--- src/rtl/tmp_seq_mc.sv ---
`timescale 1ns/1ps
`default_nettype none
// ============================================================================
// Module   : tmp_seq_mc
// Purpose  : Multi-channel temperature-sensor conversion sequencer. It steps
//            the analog front end through precharge / small-diode / big-diode
//            phases. The comparator decision from each big-diode phase drives
//            one charge-pump pulse, and the decisions are accumulated into a
//            code. Channels are served round-robin from an enable mask.
// Ports    : clk, reset            - clock, synchronous active-high reset
//            en                    - run enable (looked at in IDLE / OUTPUT)
//            ch_en[NCH]            - channel enable mask (looked at on selection)
//            cmp                   - comparator decision
//            PI1..PD, preChrg      - analog switch controls
//            src, snk              - charge-pump source / sink pulses
//            ch_sel[NCH]           - one-hot active channel, zero when idle
//            result, result_ch     - last conversion code and its channel
//            valid, busy           - result strobe, sequencer active
// Revision : 1.0  initial release
// ============================================================================
module tmp_seq_mc #(
    parameter  int NCH       = 4,
    parameter  int RW        = 8,
    parameter  int NCONV     = 63,
    parameter  int PRE_CYC   = 11,
    parameter  int DIODE_CYC = 2,
    parameter  int BIG_CYC   = 3,
    localparam int C_CHW     = (NCH > 1) ? $clog2(NCH) : 1
) (
    input  logic             clk,
    input  logic             reset,
    input  logic             en,
    input  logic [NCH-1:0]   ch_en,
    input  logic             cmp,
    output logic             PI1,
    output logic             PI2,
    output logic             PII1,
    output logic             PII2,
    output logic             PA,
    output logic             PB,
    output logic             PC,
    output logic             PD,
    output logic             preChrg,
    output logic             src,
    output logic             snk,
    output logic [NCH-1:0]   ch_sel,
    output logic [RW-1:0]    result,
    output logic [C_CHW-1:0] result_ch,
    output logic             valid,
    output logic             busy
);

    localparam int c_len_max = (PRE_CYC > DIODE_CYC) ?
                               ((PRE_CYC > BIG_CYC) ? PRE_CYC : BIG_CYC) :
                               ((DIODE_CYC > BIG_CYC) ? DIODE_CYC : BIG_CYC);
    localparam int c_tw = (c_len_max > 1) ? $clog2(c_len_max) : 1;
    localparam logic [RW:0] c_nconv = (RW+1)'(NCONV);

    typedef enum logic [2:0] {
        S_IDLE    = 3'd0,
        S_PRE     = 3'd1,
        S_BLANK_D = 3'd2,
        S_DIODE   = 3'd3,
        S_BLANK_B = 3'd4,
        S_BIG     = 3'd5,
        S_PUMP    = 3'd6,
        S_OUTPUT  = 3'd7
    } state_t;

    state_t           r_state, w_state_nxt;
    logic [c_tw-1:0]  r_cnt, w_cnt_nxt;
    logic [RW-1:0]    r_iter, w_iter_nxt;
    logic [RW-1:0]    r_acc, w_acc_nxt;
    logic             r_dec, w_dec_nxt;
    // Index of the channel most recently selected; round-robin starts above it.
    logic [C_CHW-1:0] r_cur, w_cur_nxt;

    logic             w_sel_found;
    logic [C_CHW-1:0] w_sel_ch;

    logic             w_pi, w_pii, w_pa, w_pre, w_src, w_snk;
    logic [NCH-1:0]   w_ch_sel;

    // ------------------------------------------------------------------------
    // Round-robin pick: the enabled channel with the smallest forward
    // distance from r_cur (distance 0 = the channel right after r_cur).
    // The current channel itself has distance NCH-1, so a lone enabled
    // channel is picked again.
    // ------------------------------------------------------------------------
    always_comb begin
        int best_d;
        int d;
        best_d      = NCH;
        d           = 0;
        w_sel_ch    = '0;
        for (int i = 0; i < NCH; i++) begin
            if (ch_en[i]) begin
                d = (i + NCH - int'(r_cur) - 1) % NCH;
                if (d < best_d) begin
                    best_d   = d;
                    w_sel_ch = C_CHW'(i);
                end
            end
        end
        w_sel_found = (best_d < NCH);
    end

    // ------------------------------------------------------------------------
    // Next-state and datapath
    // ------------------------------------------------------------------------
    always_comb begin
        w_state_nxt = r_state;
        w_cnt_nxt   = r_cnt;
        w_iter_nxt  = r_iter;
        w_acc_nxt   = r_acc;
        w_dec_nxt   = r_dec;
        w_cur_nxt   = r_cur;
        case (r_state)
            S_IDLE: begin
                if (en && w_sel_found) begin
                    w_state_nxt = S_PRE;
                    w_cnt_nxt   = '0;
                    w_cur_nxt   = w_sel_ch;
                end
            end
            S_PRE: begin
                if (r_cnt == c_tw'(PRE_CYC - 1)) begin
                    w_state_nxt = S_BLANK_D;
                    w_cnt_nxt   = '0;
                end else begin
                    w_cnt_nxt = r_cnt + 1'b1;
                end
            end
            S_BLANK_D: begin
                w_state_nxt = S_DIODE;
                w_cnt_nxt   = '0;
            end
            S_DIODE: begin
                if (r_cnt == c_tw'(DIODE_CYC - 1)) begin
                    w_state_nxt = S_BLANK_B;
                    w_cnt_nxt   = '0;
                end else begin
                    w_cnt_nxt = r_cnt + 1'b1;
                end
            end
            S_BLANK_B: begin
                w_state_nxt = S_BIG;
                w_cnt_nxt   = '0;
            end
            S_BIG: begin
                if (r_cnt == c_tw'(BIG_CYC - 1)) begin
                    // Only the settled comparator value at the end of the
                    // big-diode phase counts.
                    w_dec_nxt   = cmp;
                    w_state_nxt = S_PUMP;
                    w_cnt_nxt   = '0;
                end else begin
                    w_cnt_nxt = r_cnt + 1'b1;
                end
            end
            S_PUMP: begin
                if (r_dec && (r_acc != {RW{1'b1}})) begin
                    w_acc_nxt = r_acc + 1'b1;
                end
                w_iter_nxt = r_iter + 1'b1;
                if (({1'b0, r_iter} + 1'b1) == c_nconv) begin
                    w_state_nxt = S_OUTPUT;
                end else begin
                    w_state_nxt = S_BLANK_D;
                end
            end
            S_OUTPUT: begin
                w_acc_nxt  = '0;
                w_iter_nxt = '0;
                if (en && w_sel_found) begin
                    w_state_nxt = S_PRE;
                    w_cnt_nxt   = '0;
                    w_cur_nxt   = w_sel_ch;
                end else begin
                    w_state_nxt = S_IDLE;
                end
            end
            default: begin
                w_state_nxt = S_IDLE;
            end
        endcase
    end

    // ------------------------------------------------------------------------
    // Output decode from the next state, so the registered outputs line up
    // exactly with the state they belong to.
    // ------------------------------------------------------------------------
    always_comb begin
        w_pi  = 1'b0;
        w_pii = 1'b0;
        w_pa  = 1'b0;
        w_pre = 1'b0;
        w_src = 1'b0;
        w_snk = 1'b0;
        case (w_state_nxt)
            S_PRE:   w_pre = 1'b1;
            S_DIODE: w_pii = 1'b1;
            S_BIG:   w_pi  = 1'b1;
            S_PUMP: begin
                w_pa  = 1'b1;
                w_src = w_dec_nxt;
                w_snk = ~w_dec_nxt;
            end
            default: begin
            end
        endcase
        w_ch_sel = (w_state_nxt != S_IDLE) ? (NCH'(1) << w_cur_nxt) : '0;
    end

    always_ff @(posedge clk) begin
        if (reset) begin
            r_state   <= S_IDLE;
            r_cnt     <= '0;
            r_iter    <= '0;
            r_acc     <= '0;
            r_dec     <= 1'b0;
            r_cur     <= C_CHW'(NCH - 1);
            PI1       <= 1'b0;
            PI2       <= 1'b0;
            PII1      <= 1'b0;
            PII2      <= 1'b0;
            PA        <= 1'b0;
            PB        <= 1'b0;
            PC        <= 1'b0;
            PD        <= 1'b0;
            preChrg   <= 1'b0;
            src       <= 1'b0;
            snk       <= 1'b0;
            ch_sel    <= '0;
            result    <= '0;
            result_ch <= '0;
            valid     <= 1'b0;
            busy      <= 1'b0;
        end else begin
            r_state   <= w_state_nxt;
            r_cnt     <= w_cnt_nxt;
            r_iter    <= w_iter_nxt;
            r_acc     <= w_acc_nxt;
            r_dec     <= w_dec_nxt;
            r_cur     <= w_cur_nxt;
            PI1       <= w_pi;
            PI2       <= w_pi;
            PII1      <= w_pii;
            PII2      <= w_pii;
            PA        <= w_pa;
            PB        <= w_pre;
            PC        <= w_pre;
            PD        <= w_pre;
            preChrg   <= w_pre;
            src       <= w_src;
            snk       <= w_snk;
            ch_sel    <= w_ch_sel;
            valid     <= (w_state_nxt == S_OUTPUT);
            busy      <= (w_state_nxt != S_IDLE);
            // Result is loaded with the final accumulator value on entry to
            // OUTPUT so that it is already valid alongside the strobe.
            if (w_state_nxt == S_OUTPUT) begin
                result    <= w_acc_nxt;
                result_ch <= w_cur_nxt;
            end
        end
    end

endmodule
`default_nettype wire

--- config.mk ---
export PLATFORM = sky130hd
export DESIGN_NAME = tmp_seq_mc
export DESIGN_NICKNAME = d
export VERILOG_FILES = /design/src/rtl/tmp_seq_mc.sv
export SDC_FILE = /design/constraint.sdc
export NUM_CORES = 1
export LEC_CHECK = 0
export ABC_AREA = 0
export CORE_MARGIN = 2
export CORE_UTILIZATION = 37
export DETAILED_ROUTE_END_ITERATION = 10
export DONT_BUFFER_PORTS = 1
export GPL_ROUTABILITY_DRIVEN = 0
export GPL_TIMING_DRIVEN = 0
export SLEW_MARGIN = 30
export SYNTH_ARGS = -nofsm -noshare
export SYNTH_HDL_FRONTEND = slang
export SYNTH_SLANG_ARGS = --single-unit
--- constraint.sdc ---
create_clock -name clk -period 8.5 [get_ports clk]
set_input_delay 1.7 -clock clk [delete_from_list [all_inputs] [get_ports clk]]
set_output_delay 1.7 -clock clk [all_outputs]
set_load 0.01 [all_outputs]
==> impl_metrics.tcl, run 1 <==
set metrics [dict create \
    drt-total-wl_um 6373 \
    slowest_stage "or4_4" \
    ys.flop_type "dfxtp_1" \
    crit_fanout 7 \
    power_density_nw_per_um2 234.5 \
    grt_use_total_pct 15.83 \
    holdWs_ns 0.4880 \
    yosys_warnings 0 \
    via_per_inst 5.302 \
    yosysMostFrequentCell "dfxtp_1" \
    clock_path_buffers 2 \
    nFillCells 779 \
    ff2ff_path_depth 22 \
    grt_setup_unrepaired "no" \
    cp_slowest_stage_delay_ns 0.53 \
    maxCapViolCount 0 \
    synth-seq-cells 48 \
    ant_nets 0 \
    port_buffers 0 \
    status "finished clean" \
    grt_max_degree 16 \
    synth.area.top_cells "dfxtp_1 (34%), ha_1 (8.5%), nor2_1 (5.9%)" \
    rows 31 \
    ys_seq_area_share_pct 34.36 \
    clock_skew_ns 0.002209 \
    core_area_sq_um 7292 \
    cts_tree "built" \
    grt_pass1_vias 2298 \
    syn_area_sq_um 2796 \
    tns_ns 0 \
    place_ws_ns 2.778 \
    avgSynthCellArea_sq_um 8.082 \
    cp_cell_sequence "clkbuf_1 -> ha_1 -> nand2b_1 -> o221ai_2 -> mux2i_1 -> ha_1 -> or4_1 -> a21boi_1 -> a31oi_2 -> nand2_1 -> o21ai_0 -> ha_1 -> a21o_1 -> nand3_1 -> o21ai_0 -> o221a_2 -> or4_4 -> a21oi_2" \
    clkSlewWorstSetupHoldPaths_ns 0.09 \
    dp_hpwl_um 4756 \
    path_common_cell "ha_1" \
    fin_crit_sh_pct 63.75 \
    synthCells 346 \
    vias 2407 \
    root_buffer "clkbuf_8" \
    grt_pass1_wl_um 10770 \
    p_total_uw 708.4 \
    die_w_um 90.94 \
    die_h_um 90.94 \
    io_pins 35 \
    drcViolationCount 0 \
    worst_slack_ns 3.081 \
    cp-end-kind "register" \
    cts_sinks 48 \
    synth_common_cells "dfxtp_1 (48), nor2_1 (44), nand2_1 (29)" \
    leakage_nw 1.225 \
    numCtsBuffers 5 \
    layout.nets 381 \
    reg2reg_from "r_cur[0]" \
    crit_end "ch_sel[3]" \
    multiInputGateArea_sq_um 1688 \
    cts.htree.levels 2 \
    die_area_sq_um 8269 \
    area_growth_pct 8.054 \
    grt-ovfl-total 0 \
    r2r_end "ch_sel[3]" \
    fmax_ghz 0.1845 \
    reg2reg_slack_ns 3.24 \
    period_needed_ns 5.419 \
    dr.pass1.iters 4 \
    start_kind "input port" \
    peakVddDrop_uv 208.1 \
    worstPathRequired_ns 8.74 \
    postSynth.asyncResetShare_pct 0 \
    finalMaxSlewViolations 0 \
    finalHoldViolCount 0 \
    setup_viol 0 \
    routedWlPerCell_um 14.04 \
    hp-class "reg -> reg" \
    yosysTopAreaCell "dfxtp_1" \
    synth-edff-count 0 \
    synth_cell_types 59 \
    post_cts_buffers 0 \
    worstSkewPairLatency_ns 0.30 \
    diodes 0 \
    seqCellArea_sq_um 960.9 \
    critical_path_class "in -> reg" \
    arrival_ns 5.66 \
    post-route-util_pct 41.44 \
    postCtsHoldBufs 0 \
    antenna_found_initial 0 \
    critPathLaunch "ch_en[0]" \
    relSlewSlack_pct 55.46 \
    cts-resized-gates 0 \
    first_iter_violations 234 \
    worstMarginPinSlew_ns 0.6681 \
    drive_gt1_share_pct 7.606 \
    start_util_pct 38.35 \
    synth_top_area_share_pct 34.36 \
]
how the worst min path moves through the flow:
stage          startpoint  slack [ns]  cells after the start         to
5_1_grt         r_iter[0]        0.51                      2  r_iter[0]
2_1_floorplan   r_iter[7]        0.45                      2  r_iter[7]
3_3_place_gp    r_iter[7]        0.46                      2  r_iter[7]
6_report        r_iter[7]        0.49                      2  r_iter[7]
3_5_place_dp    r_iter[0]        0.48                      2  r_iter[0]
4_1_cts         r_iter[0]        0.49                      2  r_iter[0]
cell families after synthesis:
group / Yosys count / synth area share (%)
AO/OA/AOI/OAI: 70 / 17.27
flip-flops: 48 / 34.36
AND/OR/NAND/NOR: 153 / 27.29
buffers and inverters: 35 / 5.414
other: 1 / 0.1341
adder cells (fa/ha/maj): 19 / 8.501
multiplexers: 15 / 5.458
XOR/XNOR: 5 / 1.566
registers in the layout, indices dropped and copies added (netlist names):
signal	flops
r_acc	8
r_iter	8
result	8
ch_sel	4
r_cnt	4
r_state	3
r_cur	2
result_ch	2
PA	1
PI2	1
PII2	1
busy	1
preChrg	1
r_dec	1
snk	1
src	1
valid	1
area by class of cell:
type,instances,share of cell area (%)
Buffer,21,3.271
Clock buffer,6,2.733
Clock inverter,2,0.4969
Inverter,14,1.739
Multi-Input combinational cell,264,55.86
Sequential cell,48,31.80
Tap cell,99,4.099
worst max-delay path: cells and delay by family:
kind,cells,cell delay (ns)
and+or+nand+nor,5,1.28
muxes,1,0.35
AOI/OAI and AO/OA,8,1.39
buffers and inverters,1,0.08
adders and majority gates,3,0.88
per-layer routing:
metal / vias up / track usage (%) / wire (um)
li1: 1221 / - / -
met1: 1128 / 21.41 / 3240
met2: 53 / 25.25 / 2887
met3: 5 / 2.988 / 204
met4: 0 / 5.556 / 41
met5: - / 0 / 0
per-stage QoR:
step	cell area (sq um)	std cells
6_report	3022	454
3_5_place_dp	2924	446
4_1_cts	3022	454
5_1_grt	3022	454
3_3_place_gp	2924	446
2_1_floorplan	2800	347
report_power, final:
group          internal, mW  leakage [nW]  switching (mW)  total [mW]
clock                0.0659        0.0434          0.0773       0.143
sequential            0.241         0.388          0.0185       0.259
combinational         0.129         0.793           0.177       0.306
cell usage in the layout, fill, tap and decap left out, drive strengths merged, types with 4 or more instances in the layout:
| cell type | count |
|---|---|
| a21oi | 22 |
| and2 | 12 |
| and3 | 6 |
| buf | 8 |
| clkbuf | 19 |
| dfxtp | 48 |
| ha | 19 |
| inv | 14 |
| mux2i | 13 |
| nand2 | 29 |
| nand2b | 6 |
| nand3 | 15 |
| nand3b | 4 |
| nor2 | 44 |
| nor2b | 6 |
| nor3 | 13 |
| o21ai | 16 |
No activity file was read; power rests on OpenSTA's default activity.
==> run 2, diff against run 1 <==
clock period = 5.1 ns   (was 8.5 ns; I/O delays follow)
==> impl_metrics.tcl, run 2 (synthesis gave the netlist of run 1 again) <==
set metrics [dict create \
    peakVddDrop_uv 352.8 \
    design_area_sq_um 3090 \
    ff2ff_path_depth 22 \
    hp-class "reg -> reg" \
    clock_path_buffers 2 \
    finalMaxSlewViolations 0 \
    setup_viol 0 \
    clkSlewWorstSetupHoldPaths_ns 0.09 \
    dp_hpwl_um 4756 \
    status "finished clean" \
    worstSkewPairLatency_ns 0.30 \
    maxCapViolCount 0 \
    cp-end-kind "register" \
    die_w_um 90.94 \
    cts_sinks 48 \
    grt_max_degree 16 \
    antenna_found_initial 0 \
    hold_depth 2 \
    first_iter_violations 219 \
    ant_nets 0 \
    postCtsHoldBufs 0 \
    hold_start "r_iter[0]" \
    worstMarginPinSlew_ns 0.6587 \
    cts_tree "built" \
    area_growth_pct 10.51 \
    relSlewSlack_pct 56.09 \
    numCtsBuffers 5 \
    grt-ovfl-total 0 \
    crit_fanout 9 \
    routedWlPerCell_um 14.04 \
    drive_gt1_share_pct 10.77 \
    die_h_um 90.94 \
    start_util_pct 38.35 \
    drcViolationCount 0 \
    arrival_ns 5.08 \
    root_buffer "clkbuf_8" \
    grt_use_total_pct 15.89 \
    drt-total-wl_um 6472 \
    vias 2435 \
    fmax_ghz 0.2066 \
    port_buffers 0 \
    post-route-util_pct 42.38 \
    finalHoldViolCount 0 \
    worstPathRequired_ns 5.34 \
    layout_common_cells "dfxtp_1 (46), nor2_1 (44), nand2_1 (29)" \
    grt_pass1_vias 2312 \
    via_per_inst 5.282 \
    period_needed_ns 4.841 \
    dr.pass1.iters 4 \
    diodes 0 \
    place_ws_ns -0.1535 \
    reg2reg_from "r_cur[0]" \
    p_total_mw 1.232 \
    start_kind "register" \
    core_area_sq_um 7292 \
    final_common_cell "dfxtp_1" \
    clock_skew_ns 0.003343 \
    holdPathEnd "r_iter[0]" \
    reg2reg_slack_ns 0.26 \
    worst_slack_ns 0.2592 \
    cts.htree.levels 2 \
    layout.nets 388 \
    grt_pass1_wl_um 10810 \
    fin_crit_sh_pct 94.92 \
    leakage_nw 1.252 \
    largestRegisters "r_acc x8, r_iter x8, result x8" \
    rows 31 \
    io_pins 35 \
    r2r_end "ch_sel[3]" \
    critical_path_class "reg -> reg" \
    power_density_nw_per_um2 398.5 \
    placed_area_sq_um 2924 \
    die_area_sq_um 8269 \
]
run 2: cell types whose count changed in the layout (fill, tap and decap cells not counted), sizes merged:
cell  delta
buf      +7
run 2: where the power goes:
group	leakage (nW)	switching, mW	internal (mW)
logic	0.821	0.311	0.247
registers	0.388	0.0312	0.403
clock network	0.0434	0.129	0.110
run 2: worst max-delay path by stage:
stage                  start        end  slack, ns  depth (start not counted)
detailed placement  r_cur[0]  ch_sel[3]      -0.15                         22
global route        r_cur[0]  ch_sel[2]     -0.009                         22
global placement    r_cur[0]  ch_sel[3]      -0.11                         22
finish              r_cur[0]  ch_sel[3]       0.26                         22
floorplan           ch_en[0]  ch_sel[3]       0.42                         18
CTS                 r_cur[0]  ch_sel[3]       0.03                         22
run 2: cell type report:
| type | count | area (sq um) |
|---|---|---|
| fill | 772 | 4202 |
| timing repair buffer | 7 | 52.55 |
| clock buffer | 6 | 82.58 |
| clock inverter | 2 | 15.01 |
| inverter | 14 | 52.55 |
| buffer | 21 | 105.1 |
| sequential | 48 | 963.4 |
| multi-input combinational | 264 | 1695 |
| tap | 99 | 123.9 |
run 2: metrics by stage:
step | hold WS (ns) | cells | TNS (ns)
after floorplan | 0.4524 | 347 | 0
after global placement | 0.4594 | 446 | -0.2126
after detailed placement | 0.4786 | 446 | -0.2973
after CTS | 0.4919 | 456 | 0
after global routing | 0.5113 | 461 | -0.009114
final | 0.4896 | 461 | 0
run 2: metal layers:
metal	up-vias	part of all wire, %	global-route usage (%)
li1	1237	-	-
met1	1134	50	21.36
met2	59	46	25.49
met3	5	3.8	2.988
met4	0	0.63	5.556
met5	-	0	0
run 2: what timing repair did:
item                                    in CTS  in global routing
pin swaps                                    1                  4
resized for setup                            2                  6
setup buffers                                2                  5
endpoints found under the setup margin       2                  3
run 2: worst max-delay path: stages, from the launching register on:
cell and delay [ns]:
dfxtp_2 0.36, buf_6 0.14, inv_1 0.09, ha_1 0.19, nand3b_1 0.23, inv_2 0.11
ha_1 0.25, nor3b_1 0.16, o221ai_2 0.18, mux2i_2 0.27, ha_1 0.27, or4_1 0.52
a21boi_2 0.15, a31oi_2 0.09, nand2_1 0.10, o21ai_1 0.08, ha_1 0.30, a21o_1 0.20
nand3_1 0.07, o21ai_0 0.09, o221a_2 0.28, or4_4 0.53, a21oi_2 0.11
